### src/rtl/divide_seq.sv
// Sequential restoring divider: one quotient bit per cycle.
// N-bit dividend/quotient, M-bit divisor/remainder, done pulse on completion.
module divide_seq #(
    parameter int N = 8,
    parameter int M = 4
) (
    input  logic         clk,
    input  logic         rst,
    input  logic         start,
    input  logic [N-1:0] dividend,
    input  logic [M-1:0] divisor,
    output logic [N-1:0] quotient,
    output logic [M-1:0] remainder,
    output logic         done,
    output logic         busy,
    output logic         div_by_zero
);

    localparam int CW = (N > 1) ? $clog2(N) : 1;
    localparam logic [CW-1:0] LAST = CW'(N - 1);

    typedef enum logic [1:0] {
        IDLE,
        SHIFT,
        FINISH,
        DONE
    } state_t;

    state_t state;
    state_t state_nx;

    // dvd_q shifts the dividend out of its MSB while quotient bits
    // enter at its LSB, so after N steps it holds the quotient.
    logic [N-1:0]  dvd_q;
    logic [M-1:0]  dsr_q;
    logic [M-1:0]  prem_q;
    logic [CW-1:0] cnt_q;

    logic [M:0]    r_shift;
    logic [M:0]    r_diff;
    logic          fits;

    // One restoring step. The kept remainder is always below the
    // divisor, so r_shift < 2*divisor: the borrow bit of the M+1-bit
    // difference is exactly "r_shift < divisor", and a successful
    // difference always fits back into M bits.
    always_comb begin
        r_shift = {prem_q, dvd_q[N-1]};
        r_diff  = r_shift - {1'b0, dsr_q};
        fits    = ~r_diff[M];
    end

    // State register.
    always_ff @(posedge clk or posedge rst) begin
        if (rst) begin
            state <= IDLE;
        end else begin
            state <= state_nx;
        end
    end

    // Next-state selection.
    always_comb begin
        state_nx = state;
        unique case (state)
            IDLE: begin
                if (start) begin
                    state_nx = (divisor == '0) ? FINISH : SHIFT;
                end
            end
            SHIFT: begin
                if (cnt_q == LAST) begin
                    state_nx = FINISH;
                end
            end
            FINISH:  state_nx = DONE;
            DONE:    state_nx = IDLE;
            default: state_nx = IDLE;
        endcase
    end

    // State-decoded outputs.
    always_comb begin
        busy = (state != IDLE);
    end

    // Operand capture, iteration datapath and result registers.
    always_ff @(posedge clk or posedge rst) begin
        if (rst) begin
            dvd_q       <= '0;
            dsr_q       <= '0;
            prem_q      <= '0;
            cnt_q       <= '0;
            quotient    <= '0;
            remainder   <= '0;
            done        <= 1'b0;
            div_by_zero <= 1'b0;
        end else begin
            unique case (state)
                IDLE: begin
                    if (start) begin
                        dvd_q  <= dividend;
                        dsr_q  <= divisor;
                        prem_q <= '0;
                        cnt_q  <= '0;
                    end
                end
                SHIFT: begin
                    dvd_q  <= {dvd_q[N-2:0], fits};
                    prem_q <= fits ? r_diff[M-1:0] : r_shift[M-1:0];
                    cnt_q  <= cnt_q + CW'(1);
                end
                FINISH: begin
                    done <= 1'b1;
                    if (dsr_q == '0) begin
                        quotient    <= '1;
                        remainder   <= '0;
                        div_by_zero <= 1'b1;
                    end else begin
                        quotient    <= dvd_q;
                        remainder   <= prem_q;
                        div_by_zero <= 1'b0;
                    end
                end
                DONE: begin
                    done <= 1'b0;
                end
                default: begin
                    done <= 1'b0;
                end
            endcase
        end
    end

endmodule

### config.mk
export PLATFORM = sky130hd
export DESIGN_NAME = divide_seq
export DESIGN_NICKNAME = d
export VERILOG_FILES = /design/src/rtl/divide_seq.sv
export SDC_FILE = /design/constraint.sdc
export NUM_CORES = 1
export LEC_CHECK = 0
export BUFFER_PORTS_ARGS = -buffer_cell sky130_fd_sc_hd__buf_2
export CORE_ASPECT_RATIO = 1.1
export CORE_UTILIZATION = 51
export DETAILED_ROUTE_END_ITERATION = 8
export PLACE_DENSITY = 0.74
export SLEW_MARGIN = 15
export SYNTH_ARGS = -nofsm -noshare
export SYNTH_HDL_FRONTEND = slang
export SYNTH_SLANG_ARGS = --single-unit
### constraint.sdc
create_clock -name clk -period 2.4 [get_ports clk]
set_clock_uncertainty 0.1 [all_clocks]
set_input_delay 0.72 -clock clk [delete_from_list [all_inputs] [get_ports clk]]
set_output_delay 0.72 -clock clk [all_outputs]
set_load 0.005 [all_outputs]
# Yosys cells after proc, flatten, opt, wreduce, memory -nomap -nowiden
# Cells that the tools add are included.
dict set report totals {
  ff_bits 35
  latchBits 0
  mem_bits_rw 0
  romBits 0
  in_bits 15
  output_inout_bits 15
  elab_cells 42
  mem_count 0
}
dict set report op_classes {
  addsub 2
  multipliers 0
  div 0
  order_cmp 0
  eq_ne 6
  shift 0
  muxes 15
  bitwise 1
  reduce_logical 9
}
# cell count
set op_table {}
lappend op_table {{$mux W8} 2}
lappend op_table {{$pmux W8 S2} 1}
lappend op_table {{$mux W4} 3}
lappend op_table {{$logic_not A4 Y1} 2}
lappend op_table {{$pmux W2 S4} 1}
lappend op_table {{$pmux W4 S2} 1}
lappend op_table {{$mux W2} 3}
lappend op_table {{$pmux W3 S2} 1}
lappend op_table {{$reduce_and A2 Y1} 3}
lappend op_table {{$reduce_bool A2 Y1} 3}
lappend op_table {{$sub A5 B4 Y5} 1}
lappend op_table {{$eq A2 B2 Y1 const B} 2}
lappend op_table {{$ne A2 B2 Y1 const B} 2}
lappend op_table {{$add A3 B1 Y3 const B} 1}
lappend op_table {{$eq A3 B3 Y1 const B} 1}
lappend op_table {{$mux W3} 1}
lappend op_table {{$eq A2 B1 Y1 const B} 1}
lappend op_table {{$logic_not A2 Y1} 1}
lappend op_table {{$pmux W1 S2} 1}
lappend op_table {{$mux W1} 1}
lappend op_table {{$not A1 Y1} 1}

# Logic depth before layout (Yosys ltp)
# Gate-level depths: netlist of the first run.
dict set report depth {
  ltp_word 4
  ltp_mapped 8
  mapped_depth_nobuf 8
}

# Least setup slack after synthesis of the first run
# No wires, ideal clock.
dict set report synth_path {
  kind {reg-to-reg}
  from {reg dvd_q[7]}
  to {reg prem_q[1]}
  setup_ps 122
  t_arrival_ps 1849
  required_ps 2178
  path_slack_ps 329
  path_stages_with_launch 9
  n_path_buf 0
  synth_period_minus_slack_ps 2071
  path_cell_list {dfrtp_1 -> inv_1 -> ha_1 -> fa_1 -> nand2b_1 -> a21oi_2 -> xnor2_2 -> mux2i_1 -> a32o_1}
}
dict set report synth_between {
  elab_chain_len 3
}
# element line_no
set synth_lines {}
lappend synth_lines {{start: declaration} 34} ;# logic [N-1:0] dvd_q;
lappend synth_lines {{start signal: assignment} 102} ;# dvd_q <= dividend;
lappend synth_lines {{start signal: assignment} 109} ;# dvd_q <= {dvd_q[N-2:0], fits};
lappend synth_lines {{$sub A5 B4 Y5} 49} ;# r_diff = r_shift - {1'b0, dsr_q};
lappend synth_lines {{$mux W4} 110} ;# prem_q <= fits ? r_diff[M-1:0] : r_shift[M-1:0];
lappend synth_lines {{$pmux W4 S2} 99} ;# unique case (state)
lappend synth_lines {{end signal: assignment} 110}
lappend synth_lines {{end: declaration} 36} ;# logic [M-1:0] prem_q;
# Every way passes these cells.
# A chain may end at the register's enable or synchronous reset.

# Worst setup path after layout of the first run
# Ends and elaborated chain as after synthesis.

==> summary.txt, run 1 <==
CTS
  • Post-CTS setup buffers: 0
  • Max H-tree Level: 2
  • Number of CTS-inserted buffers: 5
  • Post-cts sizing count: 0
  • Clock Latency Late Sink: 0.33 ns
  • Root Buffer: clkbuf_4
  • Clock transition at path regs: 0.11 ns
  • CTS tree: done
  • Clock Sinks: 35
  • CTS max path bufs: 2
  • CTS Hold Buffers Added: 0

Power and ir drop
  • Power Density: 1505 mW/mm2
  • Pwr Total: 0.002981 W
  • VDD IR max: 0.7958 mV
  • Leakage power: 0.9529 nW

Layout
  • Synthesis-to-layout area growth: 17.43%
  • Share of layout cells above drive strength 1: 25.41%
  • ANT cells: 0
  • Multi-input logic area: 714.4 um2
  • Register area: 875.8 um2
  • Post-Layout Cell Count: 219
  • Fillers: 252
  • Final nets: 210

STA
  • Endpoints failing hold: 0
  • Unrepaired setup endpoints after global routing: false
  • # setup viols final: 0
  • Tmin final: 2.226 ns
  • Hold WS: 0.3561 ns
  • Sum Neg Setup Slack: 0 ns
  • Final setup margin: 0.1737 ns
  • Period utilization: 92.76%
  • Worst rel slew slack: 71.84%
  • Max Slew Vio Count: 0
  • Fmax achieved: 0.4492 GHz
  • Slew @ Worst Pin: 0.4223 ns

Placed design
  • Port bufs: 29
  • DP Worst Slack: 0.1704 ns
  • Dpl cells: 211
  • Detailed Place HPWL: 2.266 mm
  • GPL Wtd Cong: 0.8376

Yosys
  • Flip-flop and latch count after synthesis: 35
  • Synth Warn #: 0
  • Most frequent cell after synthesis: dfrtp_1
  • Distinct cells, synth: 30
  • Top-area cell type share of the netlist area: 51.93%
  • Synth top cells by count: 35 x dfrtp_1, 16 x nand2_1, 14 x inv_1
  • Async SR Flop Fraction: 100.0%
  • Synth Net Count: 176
  • Post-Syn Instances: 150
  • Seq/Total Area, Yosys: 51.93%
  • Synthesized area per cell: 11.24 um2
  • Mapped Area: 0.001687 mm2
  • Ys flop type: dfrtp_1
  • Synth area leaders: dfrtp_1 52%, ha_1 7.4%, mux2i_1 7.1%
  • Cell taking the most area after synthesis: dfrtp_1
  • Number of synthesized flops with an enable pin: 0

Floorplanning
  • Die area: 0.003541 mm2
  • Die X: 56.83 um
  • Row cnt: 21
  • Top-Level Pins: 30
  • Starting Density: 54.40%
  • Die span in y: 62.32 um
  • Core area: 0.003100 mm2

GRT
  • Aggregate global routing overflow: 0
  • Initial antenna violation count: 0
  • Largest net degree at the start of global routing: 36
  • First-pass GRT wire length: 5.520 mm
  • Global Route Usage Sum: 20.38%
  • Vias in the first global route: 1232

Route
  • Total wire length: 3.076 mm
  • DRC: 2
  • Detail Route Antenna Nets: 0
  • DR iter-0 viols: 33
  • Routed len/inst: 14.05 um
  • First drt pass iteration count: 6
  • Vias per Instance: 5.507
  • Vias: 1206

Hold path
  • Hold Crit Class: input pin to async pin

Critical path
  • Buf/Inv on CP: 1
  • Crit path cell chain: inv_1, ha_1, fa_1, nand2b_1, a21oi_2, xnor2_2, mux2i_1, a32o_1
  • Critical path required time: 2.53 ns
  • CP Launch Type: flip-flop
  • CP arrival: 2.35 ns
  • Critical path peak fanout: 5
  • Max incr delay on CP: 0.41 ns
  • Critical path class: flip-flop to flip-flop
  • Top delay family on crit path: adder cells
  • Worst Setup End Kind: flip-flop
  • Slowest CP cell: fa_1

Flow run
  • Max-cap violations: 0

Run status
  • Status: finished, violations left
  • Failing checks: DRC
path summary, 6_finish.rpt:
check                             from           end  slack [ns]  cells past startpoint
hold / removal                     rst  remainder[3]        0.36                      3
setup reg to reg              dvd_q[7]     prem_q[1]        0.17                      8
min in group clk           div_by_zero   div_by_zero        0.40                      1
max in group asynchronous          rst      state[0]        1.53                      3
hold reg to reg            div_by_zero   div_by_zero        0.40                      1
setup / recovery              dvd_q[7]     prem_q[1]        0.17                      8
cells in the final DEF (no fill, tap or decap), types with 2 or more instances in the layout:
cell type,count
a32o_1,4
buf_2,29
buf_4,5
bufinv_16,2
clkbuf_4,5
clkinv_1,2
dfrtp_1,35
ha_1,10
inv_1,14
mux2_1,4
mux2i_1,12
nand2_1,16
nand2b_1,2
nor2_1,4
o21ai_1,13
o22a_1,8
o22ai_1,4
metal layers:
layer / part of all wire [%] / track usage [%]
met5: 0 / 0
met4: 0.94 / 6.402
met3: 3.2 / 6.250
met2: 53 / 36.01
met1: 42 / 23.37
worst reg2reg max path, delay by kind of cell (launching register included):
kind / cells / cell delay (ns)
buf+inv: 1 / 0.07
mux: 1 / 0.14
simple gates: 1 / 0.17
flops: 1 / 0.38
fa+ha+maj: 2 / 0.63
compound gates: 2 / 0.43
xor+xnor: 1 / 0.21
cell type report:
| class | instances | area share [%] |
|---|---|---|
| Clock buffer | 6 | 2.085 |
| Multi-Input combinational cell | 91 | 36.07 |
| Sequential cell | 35 | 44.22 |
| Timing Repair Buffer | 34 | 9.223 |
| Tap cell | 34 | 2.148 |
| Clock inverter | 2 | 3.032 |
| Inverter | 17 | 3.222 |
power by group:
group / total [W] / internal (W) / switching (W)
Clock: 0.000513 / 0.000325 / 0.000188
Sequential: 0.00106 / 0.000867 / 0.000193
Combinational: 0.00141 / 0.000671 / 0.000736
flip-flops by register name, indices dropped and copies added, names as in the netlist:
name and flops:
cnt_q 3, div_by_zero 1, done 1, dsr_q 4, dvd_q 8, prem_q 4
quotient 8, remainder 4, state 2
cell families after synthesis:
| logic type | after synthesis | share of synthesized area [%] |
|---|---|---|
| compound gates | 37 | 16.02 |
| xor+xnor | 3 | 2.003 |
| fa+ha+maj | 11 | 8.605 |
| buf+inv | 24 | 5.712 |
| flops | 35 | 51.93 |
| mux | 16 | 9.792 |
| simple gates | 24 | 5.935 |
stage by stage:
stage	util, %	area (um2)
after detailed placement	60.61	1879
after CTS	63.88	1981
after floorplan	-	1687
final	63.88	1981
after global placement	60.61	1879
after global routing	63.88	1981
No activity file was read; power rests on OpenSTA's default activity.
==> run 2, diff against run 1 <==
--- a/config.mk
+++ b/config.mk
@@ -7,9 +7,9 @@
 export LEC_CHECK = 0
 export BUFFER_PORTS_ARGS = -buffer_cell sky130_fd_sc_hd__buf_2
 export CORE_ASPECT_RATIO = 1.1
-export CORE_UTILIZATION = 51
+export CORE_UTILIZATION = 39
 export DETAILED_ROUTE_END_ITERATION = 8
-export PLACE_DENSITY = 0.74
+export PLACE_DENSITY_LB_ADDON = 0.3
 export SLEW_MARGIN = 15
 export SYNTH_ARGS = -nofsm -noshare
 export SYNTH_HDL_FRONTEND = slang
==> constraint.sdc (replaced) <==
create_clock -name clk -period 2.09 [get_ports clk]
set_clock_uncertainty 0.1 [all_clocks]
set_input_delay 0.627 -clock clk [delete_from_list [all_inputs] [get_ports clk]]
set_output_delay 0.627 -clock clk [all_outputs]
set_load 0.005 [all_outputs]
==> run 2 against run 1 <==
  * The flow now finishes without violations
  * Die area is 30% higher
  * Largest power group unchanged
  * Largest cell class unchanged
  * Non-clock buffer count grew 7
  * Count of clock-buffer cells in the layout stayed put
  * Critical path type unchanged
  * Sequential share of layout area fell by 2.1 points
==> summary.txt, run 2 (synthesis gave the netlist of run 1 again) <==
CTS
  • Root Buffer: clkbuf_8 (was clkbuf_4)
  • CTS max path bufs: 2 (unchanged)
  • Number of CTS-inserted buffers: 5 (unchanged)
  • Clock transition at path regs: 0.08 ns (was 0.11 ns)
  • Clock Latency Late Sink: 0.29 ns (was 0.33 ns)
  • Clock Sinks: 35 (unchanged)
  • CTS tree: done (unchanged)
  • Max H-tree Level: 2 (unchanged)

Floorplanning
  • Core area: 0.004054 mm2 (was 0.003100 mm2)
  • Row cnt: 24 (was 21)
  • Die X: 64.70 um (was 56.83 um)
  • Starting Density: 41.60% (was 54.40%)
  • Die span in y: 70.97 um (was 62.32 um)
  • Die area: 0.004592 mm2 (was 0.003541 mm2)
  • Top-Level Pins: 30 (unchanged)

Route
  • First drt pass iteration count: 4 (was 6)
  • Vias: 1234 (was 1206)
  • DR iter-0 viols: 25 (was 33)
  • Detail Route Antenna Nets: 0 (unchanged)
  • Vias per Instance: 5.057 (was 5.507)
  • Routed len/inst: 14.31 um (was 14.05 um)
  • DRC: 0 (was 2)
  • Total wire length: 3.491 mm (was 3.076 mm)

Hold path
  • Hold Crit Class: input pin to async pin (unchanged)

Run status
  • Status: completed (was finished, violations left)

Critical path
  • Critical path class: flip-flop to flip-flop (unchanged)
  • CP arrival: 2.12 ns (was 2.35 ns)
  • Slowest CP cell: dfrtp_1 (was fa_1)
  • CP Launch Type: flip-flop (unchanged)
  • Crit path cell chain: ha_4, fa_2, nand2b_4, a21oi_4, xnor2_4, mux2i_1, a32o_1 (was inv_1, ha_1, fa_1, nand2b_1, a21oi_2, xnor2_2, mux2i_1, a32o_1)
  • Critical path peak fanout: 5 (unchanged)
  • Critical path required time: 2.18 ns (was 2.53 ns)
  • Max incr delay on CP: 0.41 ns (about the same)
  • Worst Setup End Kind: flip-flop (unchanged)

STA
  • Unrepaired setup endpoints after global routing: true (was false)
  • Final setup margin: 0.05795 ns (was 0.1737 ns)
  • Hold WS: 0.3197 ns (was 0.3561 ns)
  • # setup viols final: 0 (unchanged)
  • Max Slew Vio Count: 0 (unchanged)
  • Slew @ Worst Pin: 0.5272 ns (was 0.4223 ns)
  • Sum Neg Setup Slack: 0 ns (unchanged)
  • Period utilization: 97.23% (was 92.76%)
  • Worst rel slew slack: 64.47% (was 71.84%)
  • Tmin final: 2.032 ns (was 2.226 ns)
  • Fmax achieved: 0.4921 GHz (was 0.4492 GHz)
  • Endpoints failing hold: 0 (unchanged)

Placed design
  • Port bufs: 29 (unchanged)
  • Detailed Place HPWL: 2.468 mm (was 2.266 mm)
  • Post-DP Area: 0.001932 mm2 (was 0.001879 mm2)
  • DP Worst Slack: -0.08212 ns (was 0.1704 ns)
  • GPL Wtd Cong: 0.7904 (was 0.8376)

Power and ir drop
  • Comb pwr share: 52.5% (was 47.2%)
  • Sequential Power Share: 34.0% (was 35.6%)
  • Clk pwr share: 13.6% (was 17.2%)
  • Psw: 0.001406 W (was 0.001117 W)
  • Sw Share: 39.29% (was 37.48%)
  • VDD IR max: 0.6223 mV (was 0.7958 mV)
  • Power Density: 1720 mW/mm2 (was 1505 mW/mm2)
  • Leakage power: 0.9834 nW (was 0.9529 nW)
  • Pint: 0.002173 W (was 0.001863 W)

GRT
  • Largest net degree at the start of global routing: 36 (unchanged)
  • Global Route Usage Sum: 17.44% (was 20.38%)
  • Aggregate global routing overflow: 0 (unchanged)
  • First-pass GRT wire length: 5.940 mm (was 5.520 mm)
  • Vias in the first global route: 1270 (was 1232)
  • Initial antenna violation count: 0 (unchanged)

Layout
  • Fillers: 385 (was 252)
  • Fin area: 0.002081 mm2 (was 0.001981 mm2)
  • Layout Utilization: 51.33% (was 63.88%)
  • Synthesis-to-layout area growth: 23.37% (was 17.43%)
  • Commonest non-fill, non-tap cell in the layout: dfrtp_1 (unchanged)
  • ANT cells: 0 (unchanged)
  • Share of layout cells above drive strength 1: 30.21% (was 25.41%)
  • Regs by FF count: dvd_q: 8 flops, quotient: 8 flops (unchanged)
  • Final nets: 217 (was 210)
  • Most frequent cells in the layout: 35 x dfrtp_1, 29 x buf_2, 16 x nand2_1, 13 x inv_1, 13 x o21ai_1 (was 35 x dfrtp_1, 29 x buf_2, 16 x nand2_1, 14 x inv_1, 13 x o21ai_1)

Flow run
  • Max-cap violations: 0 (unchanged)
[run 2: cell types whose count changed in the layout (fill, tap and decap cells not counted), moves of 2 or more]
| cell | before | now |
|---|---|---|
| clkbuf_8 | 0 | 5 |
| buf_4 | 5 | 12 |
| clkbuf_4 | 5 | 0 |
| bufinv_16 | 2 | 0 |
[run 2: through the flow]
stage | cells | power [W]
after floorplan | 150 | 0.002387
after global placement | 233 | 0.002845
after detailed placement | 233 | 0.002937
after CTS | 242 | 0.003497
after global routing | 244 | 0.003883
final | 244 | 0.003579
[run 2: area by class of cell]
type	count	area, um2	share of cell area (%)
multi-input combinational	91	755.7	36.32
inverter	17	63.81	3.067
clock buffer	6	72.57	3.488
timing repair buffer	41	235.2	11.30
sequential	35	875.8	42.09
clock inverter	2	12.51	0.6013
tap	52	65.06	3.127
[run 2: power by group through the flow]
| stage | Combinational, W | Sequential [W] | Clock (W) |
|---|---|---|---|
| after CTS | 0.00179 | 0.00121 | 0.000497 |
| after global routing | 0.00210 | 0.00126 | 0.000522 |
| after detailed placement | 0.00172 | 0.00122 | 0 |
| after global placement | 0.00164 | 0.00120 | 0 |
| final | 0.00188 | 0.00122 | 0.000485 |
| after floorplan | 0.00119 | 0.00120 | 0 |
[run 2: layer usage]
layer,vias to the layer above,routed length (um),global-route usage [%]
met5,-,0,0
met4,0,106,9.136
met3,10,112,4.355
met2,24,1883,30.21
met1,599,1389,19.50
li1,601,-,-
[run 2: worst max-delay path: cells and delay by family, from the launching register on]
family          cells  cell delay, ns
xor+xnor            1            0.18
mux                 1            0.13
fa+ha+maj           2            0.52
compound gates      2            0.43
simple gates        1            0.16
flops               1            0.41
[run 2: path summary, 6_finish.rpt]
| check | depth (start not counted) | startpoint | end | slack (ns) |
|---|---|---|---|---|
| max reg2reg | 7 | dsr_q[0] | prem_q[1] | 0.06 |
| min | 3 | rst | remainder[3] | 0.32 |
| max | 7 | dsr_q[0] | prem_q[1] | 0.06 |
| max in group asynchronous | 3 | rst | state[1] | 1.25 |
| min reg2reg | 1 | div_by_zero | div_by_zero | 0.39 |
| min in group clk | 1 | div_by_zero | div_by_zero | 0.39 |
[run 2: what timing repair did]
action | CTS | global route
endpoints found under the setup margin | 2 | 4
pin swaps | 2 | 2
buffers inserted | 1 | 2
endpoints found under the hold margin | 0 | 0
gates resized for setup | 3 | 4
hold buffers | 0 | 0
==> run 3, diff against run 2 <==
--- a/config.mk
+++ b/config.mk
@@ -10,7 +10,9 @@
 export CORE_UTILIZATION = 39
 export DETAILED_ROUTE_END_ITERATION = 8
 export PLACE_DENSITY_LB_ADDON = 0.3
+export RECOVER_POWER = 25
 export SLEW_MARGIN = 15
 export SYNTH_ARGS = -nofsm -noshare
 export SYNTH_HDL_FRONTEND = slang
 export SYNTH_SLANG_ARGS = --single-unit
+export TNS_END_PERCENT = 50
==> constraint.sdc (replaced) <==
create_clock -name clk -period 2.09 [get_ports clk]
set_clock_uncertainty 0.1 [all_clocks]
set_input_delay 0.418 -clock clk [delete_from_list [all_inputs] [get_ports clk]]
set_output_delay 0.418 -clock clk [all_outputs]
set_load 0.005 [all_outputs]
==> run 3 against run 2 <==
  * Global-route usage unchanged
  * Power about the same
  * Core utilization down 0.062 points
  * Register-to-register slack barely moved
  * Final area down 0.12%
  * Count of clock-buffer cells in the layout is the same
  * Wire length hardly changed
  * Sequential cell count unchanged
  * Combinational power about the same
  * Via count is essentially flat
  * Critical path depth unchanged
  * Largest power group unchanged
==> summary.txt, run 3 (synthesis gave the netlist of run 1 again) <==
Run status
  • Status: completed (unchanged)

Floorplanning
  • Starting Density: 41.60% (unchanged)
  • Die X: 64.70 um (unchanged)
  • Core area: 0.004054 mm2 (unchanged)
  • Die span in y: 70.97 um (unchanged)
  • Top-Level Pins: 30 (unchanged)
  • Row cnt: 24 (unchanged)
  • Die area: 0.004592 mm2 (unchanged)

Layout
  • Regs by FF count: dvd_q: 8 flops, quotient: 8 flops (unchanged)
  • Most frequent cells in the layout: 35 x dfrtp_1, 29 x buf_2, 16 x nand2_1, 13 x inv_1, 13 x o21ai_1 (unchanged)
  • Share of layout cells above drive strength 1: 30.21% (unchanged)
  • Register area: 875.8 um2 (unchanged)
  • Layout Utilization: 51.27% (was 51.33%)
  • Fillers: 386 (was 385)
  • Final nets: 217 (unchanged)
  • ANT cells: 0 (unchanged)
  • Multi-input logic area: 755.7 um2 (unchanged)
  • Commonest non-fill, non-tap cell in the layout: dfrtp_1 (unchanged)
  • Synthesis-to-layout area growth: 23.22% (was 23.37%)

Route
  • Vias: 1233 (was 1234)
  • Vias per Instance: 5.053 (was 5.057)
  • DR iter-0 viols: 24 (was 25)
  • First drt pass iteration count: 4 (unchanged)
  • Routed len/inst: 14.32 um (was 14.31 um)
  • Total wire length: 3.493 mm (was 3.491 mm)
  • DRC: 0 (unchanged)
  • Detail Route Antenna Nets: 0 (unchanged)

Placed design
  • Port bufs: 29 (unchanged)
  • Detailed Place HPWL: 2.468 mm (unchanged)
  • GPL Wtd Cong: 0.7904 (unchanged)

Critical path
  • CP arrival: 2.12 ns (about the same)
  • Slowest CP cell: dfrtp_1 (unchanged)
  • Max incr delay on CP: 0.41 ns (about the same)
  • Critical path class: flip-flop to flip-flop (unchanged)
  • Crit path cell chain: ha_4, fa_2, nand2b_4, a21oi_4, xnor2_4, mux2i_1, a32o_1 (unchanged)
  • CP Launch Type: flip-flop (unchanged)
  • Critical path peak fanout: 5 (unchanged)
  • Worst Setup End Kind: flip-flop (unchanged)
  • Critical path required time: 2.18 ns (about the same)

GRT
  • Aggregate global routing overflow: 0 (unchanged)
  • Vias in the first global route: 1270 (unchanged)
  • Largest net degree at the start of global routing: 36 (unchanged)
  • First-pass GRT wire length: 5.940 mm (unchanged)
  • Global Route Usage Sum: 17.44% (unchanged)
  • Initial antenna violation count: 0 (unchanged)

STA
  • Endpoints failing hold: 0 (unchanged)
  • # setup viols final: 0 (unchanged)
  • Slew @ Worst Pin: 0.8660 ns (was 0.5272 ns)
  • Worst rel slew slack: 42.27% (was 64.47%)
  • Hold WS: 0.2583 ns (was 0.3197 ns)
  • Period utilization: 97.23% (about the same)
  • Sum Neg Setup Slack: 0 ns (unchanged)
  • Fmax achieved: 0.4921 GHz (about the same)
  • Max Slew Vio Count: 0 (unchanged)
  • Unrepaired setup endpoints after global routing: true (unchanged)
  • Tmin final: 2.032 ns (about the same)

CTS
  • Clock transition at path regs: 0.08 ns (about the same)
  • CTS Hold Buffers Added: 0 (unchanged)
  • Clock Latency Late Sink: 0.29 ns (about the same)
  • CTS tree: done (unchanged)
  • Max H-tree Level: 2 (unchanged)
  • Clock Sinks: 35 (unchanged)
  • CTS max path bufs: 2 (unchanged)
  • Number of CTS-inserted buffers: 5 (unchanged)
  • Root Buffer: clkbuf_8 (unchanged)

Power and ir drop
  • Clk pwr share: 13.6% (about the same)
  • Pint: 0.002172 W (was 0.002173 W)
  • Sequential Power Share: 34.0% (about the same)
  • Leakage power: 0.9827 nW (was 0.9834 nW)
  • Sw Share: 39.29% (about the same)
  • Psw: 0.001406 W (about the same)
  • Comb pwr share: 52.5% (about the same)
  • Pwr Total: 0.003578 W (was 0.003579 W)
  • VDD IR max: 0.6223 mV (about the same)
  • Power Density: 1722 mW/mm2 (was 1720 mW/mm2)

Hold path
  • Hold Crit Class: input pin to flip-flop (was input pin to async pin)

Flow run
  • Max-cap violations: 0 (unchanged)
==> run 3: repair_timing <==
action / CTS / global route
pin swaps: 2 / 2
gates cloned: 0 / 0
resized for setup: 3 / 4
setup endpoints to repair: 2 / 4
buffers inserted: 1 / 2
==> run 3: power groups by stage <==
stage          logic (W)  clock network (W)  registers, W
2_1_floorplan    0.00119                  0       0.00120
3_3_place_gp     0.00164                  0       0.00120
3_5_place_dp     0.00172                  0       0.00122
4_1_cts          0.00179           0.000497       0.00121
5_1_grt          0.00210           0.000522       0.00126
6_report         0.00188           0.000485       0.00122
==> run 3: critical path, delay by kind of cell (launching register included) <==
kind,cells,cell delay (ns)
fa+ha+maj,2,0.52
compound gates,2,0.43
flops,1,0.41
xor+xnor,1,0.18
simple gates,1,0.16
mux,1,0.13
==> run 3: final timing paths <==
check                       startpoint            to  slack, ns  depth (start not counted)
max                           dsr_q[0]     prem_q[1]       0.06                          7
min                         divisor[2]      dsr_q[2]       0.26                          2
max reg2reg                   dsr_q[0]     prem_q[1]       0.06                          7
min reg2reg                div_by_zero   div_by_zero       0.39                          1
max in group asynchronous          rst      state[1]       1.07                          3
min in group asynchronous          rst  remainder[3]       0.27                          3
==> run 3: final cells by class <==
cell class / count / share of cell area, %
inverters: 17 / 3.070
multi-input cells: 91 / 36.36
repair buffers: 41 / 11.20
clock buffers: 6 / 3.492
clock inverters: 2 / 0.6020
well taps: 52 / 3.131
flip-flops and latches: 35 / 42.14
==> run 3: stage by stage <==
stage	cells	cell area, um2	worst slack [ns]
finish	244	2078	0.05786
global route	244	2078	0.003312
floorplan	150	1687	0.01931
global placement	233	1932	0.008753
detailed placement	233	1932	-0.08212
CTS	242	2037	0.003430
==> run 3: metal layers <==
metal / vias to the layer above / global-route usage (%) / share of wire, %
li1: 601 / - / -
met1: 598 / 19.50 / 40
met2: 24 / 30.21 / 54
met3: 10 / 4.355 / 3.2
met4: 0 / 9.136 / 3.0
met5: - / 0 / 0
